### config.mk
export PLATFORM = sky130hd
export DESIGN_NAME = if_id_skid
export DESIGN_NICKNAME = d
export VERILOG_FILES = /design/src/rtl/if_id_skid.sv
export SDC_FILE = /design/constraint.sdc
export NUM_CORES = 1
export LEC_CHECK = 0
export ABC_CLOCK_PERIOD_IN_PS = 2900
export CAP_MARGIN = 20
export CORE_MARGIN = 10
export CORE_UTILIZATION = 51
export CTS_BUF_LIST = sky130_fd_sc_hd__clkbuf_8 sky130_fd_sc_hd__clkbuf_16
export DETAILED_ROUTE_END_ITERATION = 8
export PLACE_DENSITY = 0.77
export SLEW_MARGIN = 25
export SYNTH_ARGS = -nofsm -noshare
export SYNTH_HDL_FRONTEND = slang
export SYNTH_SLANG_ARGS = --single-unit
### constraint.sdc
create_clock -name sys_clk -period 2.9 [get_ports sys_clk]
set_input_delay 0.435 -clock sys_clk [delete_from_list [all_inputs] [get_ports sys_clk]]
set_output_delay 0.435 -clock sys_clk [all_outputs]
set_load 0.05 [all_outputs]
### src/rtl/if_id_skid.sv
// IF/ID pipeline register with a valid/ready handshake and a 2-entry skid buffer.
// The main register drives decode; the skid register catches the one beat that
// is in flight when decode stalls, so in_ready can come straight from a flop.
// Optional feature macro: IF_ID_PERF_CNT_EN adds a bubble_cnt output, a 32-bit
// count of the cycles where decode was ready but no beat was valid.
module if_id_skid #(
    parameter int                 INST_W   = 32,
    parameter int                 ADDR_W   = 32,
    parameter logic [INST_W-1:0]  NOP_INST = 'h00000013
) (
    input  logic              sys_clk,
    input  logic              sys_rst_n,
    input  logic              flush_i,
    input  logic              in_valid,
    output logic              in_ready,
    input  logic [INST_W-1:0] inst,
    input  logic [ADDR_W-1:0] inst_addr,
    output logic              out_valid,
    input  logic              out_ready,
    output logic [INST_W-1:0] inst_dly,
    output logic [ADDR_W-1:0] inst_addr_dly
`ifdef IF_ID_PERF_CNT_EN
    ,
    output logic [31:0]       bubble_cnt
`endif
);

    typedef enum logic [1:0] {EMPTY, ONE, FULL} state_t;

    state_t            state_q, state_d;
    logic [INST_W-1:0] main_inst_q, main_inst_d;
    logic [ADDR_W-1:0] main_addr_q, main_addr_d;
    logic [INST_W-1:0] skid_inst_q, skid_inst_d;
    logic [ADDR_W-1:0] skid_addr_q, skid_addr_d;
    logic              accept, drain;

    // Both flags derive only from the state flop, so there is no comb path from out_ready.
    assign out_valid = (state_q != EMPTY);
    assign in_ready  = (state_q != FULL);
    assign accept    = in_valid & in_ready;
    assign drain     = out_valid & out_ready;

    // Decode sees a NOP at address 0 whenever nothing live is held.
    assign inst_dly      = out_valid ? main_inst_q : NOP_INST;
    assign inst_addr_dly = out_valid ? main_addr_q : '0;

    // State and storage registers; reset clears every held beat immediately.
    always_ff @(posedge sys_clk or negedge sys_rst_n) begin
        if (!sys_rst_n) begin
            state_q     <= EMPTY;
            main_inst_q <= NOP_INST;
            main_addr_q <= '0;
            skid_inst_q <= NOP_INST;
            skid_addr_q <= '0;
        end else begin
            state_q     <= state_d;
            main_inst_q <= main_inst_d;
            main_addr_q <= main_addr_d;
            skid_inst_q <= skid_inst_d;
            skid_addr_q <= skid_addr_d;
        end
    end

    // Next-state and data steering; flush wins over every other event.
    always_comb begin
        state_d     = state_q;
        main_inst_d = main_inst_q;
        main_addr_d = main_addr_q;
        skid_inst_d = skid_inst_q;
        skid_addr_d = skid_addr_q;
        if (flush_i) begin
            state_d     = EMPTY;
            main_inst_d = NOP_INST;
            main_addr_d = '0;
            skid_inst_d = NOP_INST;
            skid_addr_d = '0;
        end else begin
            unique case (state_q)
                EMPTY: begin
                    if (accept) begin
                        state_d     = ONE;
                        main_inst_d = inst;
                        main_addr_d = inst_addr;
                    end
                end
                ONE: begin
                    if (accept && drain) begin
                        main_inst_d = inst;
                        main_addr_d = inst_addr;
                    end else if (accept) begin
                        state_d     = FULL;
                        skid_inst_d = inst;
                        skid_addr_d = inst_addr;
                    end else if (drain) begin
                        state_d = EMPTY;
                    end
                end
                FULL: begin
                    if (drain) begin
                        state_d     = ONE;
                        main_inst_d = skid_inst_q;
                        main_addr_d = skid_addr_q;
                        skid_inst_d = NOP_INST;
                        skid_addr_d = '0;
                    end
                end
                default: state_d = EMPTY;
            endcase
        end
    end

`ifdef IF_ID_PERF_CNT_EN
    // Bubble counter: decode ready with nothing to give; wraps naturally, survives flush.
    always_ff @(posedge sys_clk or negedge sys_rst_n) begin
        if (!sys_rst_n)
            bubble_cnt <= '0;
        else if (out_ready && !out_valid)
            bubble_cnt <= bubble_cnt + 32'd1;
    end
`endif

endmodule

==> summary.md <==
| Metric | Value |
|---|---|
| First-pass GRT wire length | 33.8 mm |
| Worst-path maximum fanout | 18 |
| Worst Path Buf+Inv | 3 |
| CTS buffer count | 17 |
| Hold-fix buffer count after cts | 0 |
| Number of max-cap violations | 0 |
| Max stage delay on crit path | 0.82 ns |
| Clock Sinks | 130 |
| Largest net degree at the start of global routing | 81 |
| Register area share after synthesis | 41.9% |
| Synth Register Bits | 130 |
| Die area | 20600 µm² |
| Die Width | approximately 140 µm |
| Ys Warns | 0 |
| Unrepaired setup endpoints after global routing | no |
| Outcome | complete, no violations |
| Syn_area_per_cell | 10.2 µm² |
| Max Slew Vio Count | 0 |
| CP startpoint | state_q[0] |
| Comb power frac | 29.9% |
| Required time of the critical path | 2.47 ns |
| Period utilization | 96.1% |
| # setup viols final | 0 |
| Netlist area before placement | 7780 µm² |
| Psw | approximately 2.1 mW |
| Max VDD drop | 382 µV |
| Area growth from synthesis to layout | 26.4% |
| Min-delay worst type | in2async |
| Fin util | 65.2% |
| Worst Setup End Kind | output pin |
| Ratio of cells with drive above 1 in the final layout | 16.0% |
| Clk buf depth | 2 |
| Worst-path clk slew | ~0.050 ns |
| Cell leakage power | between 4 and 5 nW |
| Max-slew headroom | 44.8% |
| Core area | approximately 15000 µm² |
| Hold Vio Cnt, Final | 0 |
| Kind of critical path | reg2out |
| Initial core utilization | roughly half |
| Post-DP HPWL | 13.3 mm |
| Synth Instances | 764 |
| Later-pin clock latency in the skew report | 0.42 ns |
| # diodes | 0 |
| Post-Syn Nets | 837 |
| Worst-Margin Slew | 0.829 ns |
| Number of remaining DRC errors | 0 |
| PwrDens | between 600 and 700 nW/µm² |
| Clk pwr share | 33.1% |
| Overall power | 6.14 mW |
| Sw Ratio | 33.9% |
| Initial antenna violation count | 0 |
| Min Tclk post-route | roughly 2.8 ns |
| Slowest cell on crit path | clkdlybuf4s50_1 |
| PortBufs | around 130 |
| Routed wire length | 20.8 mm |
| Worst path arrival time | 2.35 ns |
| GRT Util Overall | between 20% and 30% |
| Final GP Congestion | 0.781 |
| Vias in the first global route | about 6600 |
| F_max | 359 MHz |
| Starting DRT DRC Count | ~400 |
| RR Startpoint | state_q[0] |
| FF-to-FF setup slack | 0.29 ns |
| Setup bufs post-CTS | 0 |
| # H-tree levels | 4 |
| Clk_skew | 0.00514 ns |
| Setup_tns | 0 ns |
| Critical path cell sequence | inv_1 > ha_2 > buf_4 > nor2b_1 > clkdlybuf4s50_1 |
| Int Power | 4.06 mW |
| Seq pwr share | between 30% and 40% |
| Fin nets | 926 |
| Vias/cell | 6.01 |
| I/O Pins | 135 |
| Via count | about 6300 |
| Row cnt | 45 |
| Top delay family on crit path | buffers and inverters |
| Startpoint Class | register |
| Root buffer cell | clkbuf_16 |
| CTS tree | built |
| Remaining antenna violation count | 0 |
| Pre-Repair DR Iteration Count | 5 |
| Synth cell types | 38 |
| Post-DR wirelength/cell | 19.7 µm |
| Chip height | 144 µm |
| Gr ovfl total | 0 |
## final timing paths
| kind | to | cells after the start |
|---|---|---|
| min in group sys_clk | skid_inst_q[1] | 2 |
| hold reg to reg | skid_inst_q[1] | 2 |
| hold / removal | skid_addr_q[13] | 1 |
| setup / recovery | inst_dly[29] | 5 |
| setup reg to reg | main_addr_q[8] | 7 |
| max in group asynchronous | skid_inst_q[7] | 2 |
## cell usage after synthesis, drive strengths merged
cell type / count / area, µm²
a21o: 3 / 22.5
mux2: 3 / 33.8
a211o: 61 / 534
a211oi: 3 / 22.5
o21ai: 63 / 315
nor4: 3 / 18.8
and3b: 1 / 8.76
a221oi: 1 / 8.76
ha: 4 / 50.1
nor3: 3 / 15.0
nor3b: 61 / 458
nand4bb: 1 / 11.3
mux2i: 61 / 611
or2: 1 / 6.26
dfstp: 6 / 158
or3: 1 / 6.26
dfrtp: 124 / 3100
a2111oi: 64 / 936
a21oi: 7 / 46.3
nor4bb: 1 / 10.0
a21boi: 1 / 7.51
clkbuf: 33 / 128
buf: 52 / 323
nor2: 4 / 17.5
nor2b: 63 / 394
a311oi: 1 / 15.0
nand2b: 2 / 12.5
inv: 10 / 37.5
nand3: 1 / 5.00
nand2: 125 / 469
## cells in the final DEF, fill, tap and decap left out, types with 4 or more instances in the layout
master,Yosys,final
dlygate4sd2_1,0,13
dlymetal6s2s_1,0,28
clkbuf_16,0,17
nand2_1,125,125
dfrtp_1,124,124
a21oi_1,6,6
o21ai_0,60,60
buf_12,0,9
a211o_1,61,61
clkbuf_8,0,5
clkdlybuf4s50_1,0,82
mux2i_1,61,61
dfstp_2,6,6
nor2b_1,63,63
a2111oi_0,4,4
buf_4,1,21
nor3b_1,61,61
inv_1,10,14
clkinv_2,0,4
a2111oi_2,60,60
## stage by stage
| stage | setup slack, ns | std cells | hold WS [ns] | area [µm²] |
|---|---|---|---|---|
| 6_report | 0.114 | 1053 | 0.0607 | 9840 |
| 5_1_grt | 0.000489 | 1053 | 0.126 | 9840 |
| 4_1_cts | 0.0150 | 1052 | 0.0898 | 9750 |
| 3_5_place_dp | 0.266 | 1021 | 0.455 | 9200 |
| 3_3_place_gp | 0.371 | 1021 | 0.447 | 9200 |
| 2_1_floorplan | 0.599 | 764 | 0.139 | 7780 |
## kinds of logic (layout without fill, tap and decap cells)
family          Yosys count  in the layout  synth area share, %
fa+ha+maj                 4              4                0.643
simple gates            267            267                 18.4
buf+inv                  95            196                 6.27
mux                      64             64                 8.28
flops                   130            130                 41.9
compound gates          204            204                 24.5
## metal layers
| layer | vias to the layer above | track usage (%) | part of all wire [%] |
|---|---|---|---|
| li1 | 2973 | - | - |
| met1 | 3160 | 24.3 | 43 |
| met2 | 176 | 34.6 | 50 |
| met3 | 22 | 5.15 | 5.7 |
| met4 | 0 | 6.77 | 1.2 |
| met5 | - | 0 | 0 |
## sequential cells by signal (all words and copies together), names as in the netlist
| register | flops |
|---|---|
| main_addr_q | 32 |
| skid_inst_q | 32 |
| main_inst_q | 32 |
| state_q | 2 |
| skid_addr_q | 32 |
## timing repair
action,4_1_cts,5_1_grt
pin swaps,0,0
resized for setup,13,28
setup endpoints to repair,13,28
gates cloned,0,0
## power by group through the flow
stage                     logic [mW]  clock network (mW)  registers (mW)
after CTS                       1.85                2.06            2.27
final                           1.84                2.03            2.27
after global routing            1.97                2.15            2.31
after floorplan                 1.34                   0            2.24
after detailed placement        1.85                   0            2.29
after global placement          1.80                   0            2.28
## cell type report
cell class | instances | area (µm²)
Multi-Input combinational cell | 539 | 4100
Clock buffer | 22 | 494
Timing Repair Buffer | 155 | 1650
Clock inverter | 9 | 65.1
Fill cell | 1139 | 5250
Inverter | 10 | 37.5
Sequential cell | 130 | 3260
Tap cell | 188 | 235
Power figures use the tool's default switching activity.
